## config.mk

```make
export PLATFORM = sky130hd
export DESIGN_NAME = qbus_dma_arbiter
export DESIGN_NICKNAME = d
export VERILOG_FILES = /design/src/rtl/qbus_arb_pkg.sv /design/src/rtl/qbus_rr_pick.sv /design/src/rtl/qbus_dma_arbiter.sv
export SDC_FILE = /design/constraint.sdc
export NUM_CORES = 1
export LEC_CHECK = 0
export ABC_AREA = 0
export ABC_CLOCK_PERIOD_IN_PS = 4960
export CORE_MARGIN = 2
export CORE_UTILIZATION = 54
export CTS_CLUSTER_DIAMETER = 80
export DETAILED_ROUTE_END_ITERATION = 10
export GPL_ROUTABILITY_DRIVEN = 0
export PLACE_DENSITY = 0.84
export REMOVE_ABC_BUFFERS = 1
export SETUP_SLACK_MARGIN = 0.5
export SLEW_MARGIN = 20
export SYNTH_ARGS = -nofsm -noshare
export SYNTH_HDL_FRONTEND = slang
export SYNTH_SLANG_ARGS = --single-unit
```

## constraint.sdc

```tcl
create_clock -name clk -period 4.96 [get_ports clk]
set_input_delay 0.992 -clock clk [delete_from_list [all_inputs] [get_ports clk]]
set_output_delay 0.992 -clock clk [all_outputs]
set_load 0.01 [all_outputs]
```

## src/rtl/qbus_arb_pkg.sv

```systemverilog
// Shared types and width helpers for the Q-bus DMA arbiter.
package qbus_arb_pkg;

    typedef enum logic [2:0] {
        ST_IDLE,
        ST_HOLD,
        ST_GRANT,
        ST_OWNED,
        ST_RELEASE
    } arb_state_t;

    // Bits needed to hold values 0..n-1, never less than one.
    function automatic int width_of(input int n);
        return (n > 1) ? $clog2(n) : 1;
    endfunction

endpackage

```

## src/rtl/qbus_rr_pick.sv

```systemverilog
// Combinational round-robin picker: first active request after i_last, wrapping.
module qbus_rr_pick #(
    parameter int NREQ = 4,
    parameter int IW   = $clog2(NREQ)
) (
    input  logic [NREQ-1:0] i_req,
    input  logic [IW-1:0]   i_last,
    output logic [IW-1:0]   o_idx,
    output logic            o_vld
);

    logic [IW-1:0] w_cand;

    // NOTE: every output of a combinational block gets a default first, so no path can infer a latch.
    always_comb begin
        o_idx  = '0;
        o_vld  = 1'b0;
        w_cand = '0;
        // Walk from the farthest offset inward so the nearest requester is the last to write.
        for (int k = NREQ; k >= 1; k--) begin
            w_cand = IW'((int'(i_last) + k) % NREQ);
            if (i_req[w_cand]) begin
                o_idx = w_cand;
                o_vld = 1'b1;
            end
        end
    end

endmodule

```

## src/rtl/qbus_dma_arbiter.sv

```systemverilog
// Q-bus DMA bus-mastership arbiter: holds off the CPU, grants DMGO round-robin,
// tracks the SACK handshake and withdraws an unanswered grant after GTMO cycles.
module qbus_dma_arbiter
    import qbus_arb_pkg::*;
#(
    parameter int NREQ = 4,
    parameter int GTMO = 15
) (
    input  logic                    clk,
    input  logic                    rst,
    input  logic [NREQ-1:0]         dmr_i,
    input  logic [NREQ-1:0]         sack_i,
    input  logic                    cpu_busy_i,
    output logic                    cpu_hold_o,
    output logic [NREQ-1:0]         dmgo_o,
    output logic [$clog2(NREQ)-1:0] owner_o,
    output logic                    owner_vld_o,
    output logic                    tmo_o
);

    localparam int OW = $clog2(NREQ);
    localparam int CW = width_of(GTMO + 1);

    arb_state_t      r_state;
    logic            r_hold;
    logic [NREQ-1:0] r_dmgo;
    logic [OW-1:0]   r_owner;
    logic [OW-1:0]   r_last;
    logic            r_vld;
    logic            r_tmo;
    logic [CW-1:0]   r_cnt;

    logic [OW-1:0]   w_pick_idx;
    logic            w_pick_vld;

    qbus_rr_pick #(
        .NREQ (NREQ),
        .IW   (OW)
    ) u_pick (
        .i_req  (dmr_i),
        .i_last (r_last),
        .o_idx  (w_pick_idx),
        .o_vld  (w_pick_vld)
    );

    // NOTE: sequential state uses non-blocking assignments only; every register has a reset value,
    // so an rst pulse always drops dmgo_o on the next edge.
    always_ff @(posedge clk) begin
        if (rst) begin
            r_state <= ST_IDLE;
            r_hold  <= 1'b0;
            r_dmgo  <= '0;
            r_owner <= '0;
            r_last  <= OW'(NREQ - 1);
            r_vld   <= 1'b0;
            r_tmo   <= 1'b0;
            r_cnt   <= '0;
        end else begin
            r_tmo <= 1'b0;
            case (r_state)
                ST_IDLE: begin
                    if (|dmr_i) begin
                        r_state <= ST_HOLD;
                        r_hold  <= 1'b1;
                    end
                end
                ST_HOLD: begin
                    // Only arbitrate once the CPU has finished its bus cycle.
                    if (!cpu_busy_i) begin
                        if (w_pick_vld) begin
                            r_state <= ST_GRANT;
                            r_owner <= w_pick_idx;
                            r_dmgo  <= NREQ'(1) << w_pick_idx;
                            r_cnt   <= CW'(1);
                        end else begin
                            r_state <= ST_IDLE;
                            r_hold  <= 1'b0;
                        end
                    end
                end
                ST_GRANT: begin
                    if (sack_i[r_owner]) begin
                        r_state <= ST_OWNED;
                        r_dmgo  <= '0;
                        r_vld   <= 1'b1;
                        r_last  <= r_owner;
                    end else if (!dmr_i[r_owner]) begin
                        r_state <= ST_IDLE;
                        r_dmgo  <= '0;
                        r_hold  <= 1'b0;
                        r_last  <= r_owner;
                    end else if (r_cnt == CW'(GTMO)) begin
                        r_state <= ST_IDLE;
                        r_dmgo  <= '0;
                        r_hold  <= 1'b0;
                        r_last  <= r_owner;
                        r_tmo   <= 1'b1;
                    end else begin
                        r_cnt <= r_cnt + CW'(1);
                    end
                end
                ST_OWNED: begin
                    if (!sack_i[r_owner]) begin
                        r_state <= ST_RELEASE;
                        r_vld   <= 1'b0;
                    end
                end
                ST_RELEASE: begin
                    r_state <= ST_IDLE;
                    r_hold  <= 1'b0;
                end
                default: begin
                    r_state <= ST_IDLE;
                    r_hold  <= 1'b0;
                    r_dmgo  <= '0;
                    r_vld   <= 1'b0;
                end
            endcase
        end
    end

    assign cpu_hold_o  = r_hold;
    assign dmgo_o      = r_dmgo;
    assign owner_o     = r_owner;
    assign owner_vld_o = r_vld;
    assign tmo_o       = r_tmo;

endmodule

```

==> flow_metrics.tcl <==
set metrics [dict create \
    status "complete, no violations" \
    multi_input_comb_area_um2 663 \
    cts_tree "yes" \
    syn_inst 122 \
    p_leak_nw 0.449 \
    areaGrowthSynthToFinish_pct 21.9 \
    max_freq_mhz 383 \
    worst_slack_ns 2.35 \
    first_pass_iters 4 \
    die_h_um 48.6 \
    die_area_mm2 0.00236 \
    post_cts_resized 0 \
    layout.nets 152 \
    startpoint "sack_i[3]" \
    synth_enable_flop_cells 0 \
    synth_top_area_cell "dfxtp_1" \
    cp-end-kind "flip-flop" \
    rsz0062_at_grt "no" \
    fillCellCount 167 \
    grt_pass1_vias 883 \
    die_w_um 48.6 \
    finalWirelength_um 2310 \
    wl_per_cell_um 13.9 \
    seq_area_frac_synth 0.335 \
    synth_seq_cells 18 \
    synthTopCellsByCount "dfxtp_1, nor2_1, mux2i_1" \
    finalWorstPathRequiredPeriod_ns 2.61 \
    syn_area_per_cell_um2 8.81 \
    core_area_mm2 0.00192 \
    hold_end "dmgo_o[1]" \
    clock_latency_ns 0.30 \
    synth.top_cell.area_share 0.335 \
    h-tree-depth 1 \
    synth_area_leaders "dfxtp_1, mux2i_1, nor2_1, o32ai_1, a21oi_1" \
    critPathKind "in2reg" \
    synthArstFlopShare 0 \
    drc_errors 0 \
    reg2reg_from "owner_o[0]" \
    postCtsHoldBufs 0 \
    arrival_ns 2.83 \
    synth_ff_type "dfxtp_1" \
    clockBufferDepth 2 \
    initial_core_util 0.559 \
    tns_ns 0 \
    fin_worst_skew_ns 0.00442 \
    drive_gt1_frac 0.0791 \
    antenna_cells 0 \
    grt_overflow 0 \
    place_area_mm2 0.00127 \
    slew_viol_final 0 \
    reg2regPathDepth 4 \
    cp_max_fo 7 \
    grt_usage 0.205 \
    postCtsSetupBuffers 0 \
    vias 1002 \
    syn_area_mm2 0.00107 \
    antenna_found_initial 0 \
    min_from "dmgo_o[1]" \
    p_per_area_mw_per_mm2 266 \
    hold_violations 0 \
    antenna_left 0 \
    grt_pass1_wl_um 3820 \
    port_buffers 19 \
    viasPerCell 6.04 \
    r2r_end "dmgo_o[3]" \
    dp_slack_ns 2.02 \
    synth_cell_types 39 \
    yosys_warnings 0 \
    io_pins 20 \
    cts_buffers 3 \
    root_buffer "clkbuf_4" \
    drt_iter0_drc 26 \
    synth_most_common_cell "dfxtp_1" \
    fin_area_mm2 0.00131 \
    startpoint_type "input pin" \
    fin_crit_sh 0.527 \
    maxCapViolCount 0 \
    clkSinkCount 18 \
    rows 16 \
    peakVddDrop_v 0.000182 \
    grt_start_max_net_pins 18 \
    clkTransAtPathRegs_ns 0.10 \
    slew_headroom 0.585 \
    hold_depth 2 \
    r2r_slack_ns 2.93 \
    tightest_slew_ns 0.620 \
    hold_slack_ns 0.480 \
    worstHoldPathType "reg2reg" \
    layout.area.seq_um2 360 \
    setup-violations-final 0 \
    critPathRequiredTime_ns 5.17 \
    hpwl_um 1700 \
]
[kinds of logic (layout without fill, tap and decap cells)]
group                    count (synthesis)  after routing  share of synthesized area
buffers and inverters                   13             30                     0.0477
flip-flops                              18             18                      0.335
adder cells (fa/ha/maj)                  1              1                     0.0116
AND/OR/NAND/NOR                         47             47                      0.263
AO/OA/AOI/OAI                           32             32                      0.212
multiplexers                            11             11                      0.130
[power by group]
group / switching [mW] / total, mW / internal, mW
Sequential: 0.0151 / 0.170 / 0.155
Clock: 0.0465 / 0.0913 / 0.0448
Combinational: 0.0409 / 0.0871 / 0.0462
Total: 0.102 / 0.348 / 0.246
[worst max-delay path, cell delays in order]
cell and delay, ns:
clkdlybuf4s50_1 0.43, mux4_2 0.58, nor4b_4 0.43, a21oi_1 0.15, o32ai_1 0.24
[layout by cell type (no fill, tap or decap), types with 2 or more instances in the layout]
cell,netlist,layout
a211oi_1,4,4
nor4_1,2,2
nor3b_1,3,3
a21boi_0,2,2
nor2b_1,2,2
clkbuf_4,0,3
o21ai_0,3,3
dfxtp_1,18,18
a21o_1,3,3
inv_1,7,7
o211ai_1,2,2
a21oi_1,6,6
a311oi_1,3,3
mux2i_1,8,8
clkdlybuf4s50_1,0,19
nand2_1,6,6
or3b_2,2,2
o32ai_1,4,4
nor3_1,6,6
and3_1,3,3
and4_1,2,2
nor2_1,10,10
nand2b_1,4,4
[registers in the layout, indices dropped and copies added, names as in the netlist]
| signal | flops |
|---|---|
| r_state | 3 |
| r_last | 2 |
| r_cnt | 4 |
| cpu_hold_o | 1 |
| dmgo_o | 4 |
| owner_o | 2 |
| tmo_o | 1 |
| owner_vld_o | 1 |
[metal layers]
layer | track usage | wire, µm | vias up
met4 | 0.110 | 45 | 0
li1 | - | - | 500
met5 | 0 | 0 | -
met3 | 0.0432 | 149 | 5
met1 | 0.260 | 1020 | 468
met2 | 0.326 | 1090 | 29
[through the flow]
stage	total power, mW	utilization	cells
4_1_cts	0.349	0.682	166
3_3_place_gp	0.257	0.663	162
6_report	0.348	0.682	166
5_1_grt	0.365	0.682	166
2_1_floorplan	0.225	-	116
3_5_place_dp	0.259	0.663	162
[area by class of cell]
type                    instances  share of cell area
clock buffers                   4              0.0277
repair buffers                 19               0.145
multi-input cells              91               0.506
inverters                       7              0.0201
flip-flops and latches         18               0.275
well taps                      27              0.0258
[how the worst max path moves through the flow]
stage / end / depth (start not counted)
2_1_floorplan: dmgo_o[0] / 4
3_3_place_gp: dmgo_o[2] / 5
3_5_place_dp: dmgo_o[3] / 5
4_1_cts: dmgo_o[3] / 5
5_1_grt: r_state[1] / 5
6_report: dmgo_o[3] / 5
Power figures use the tool's default switching activity.
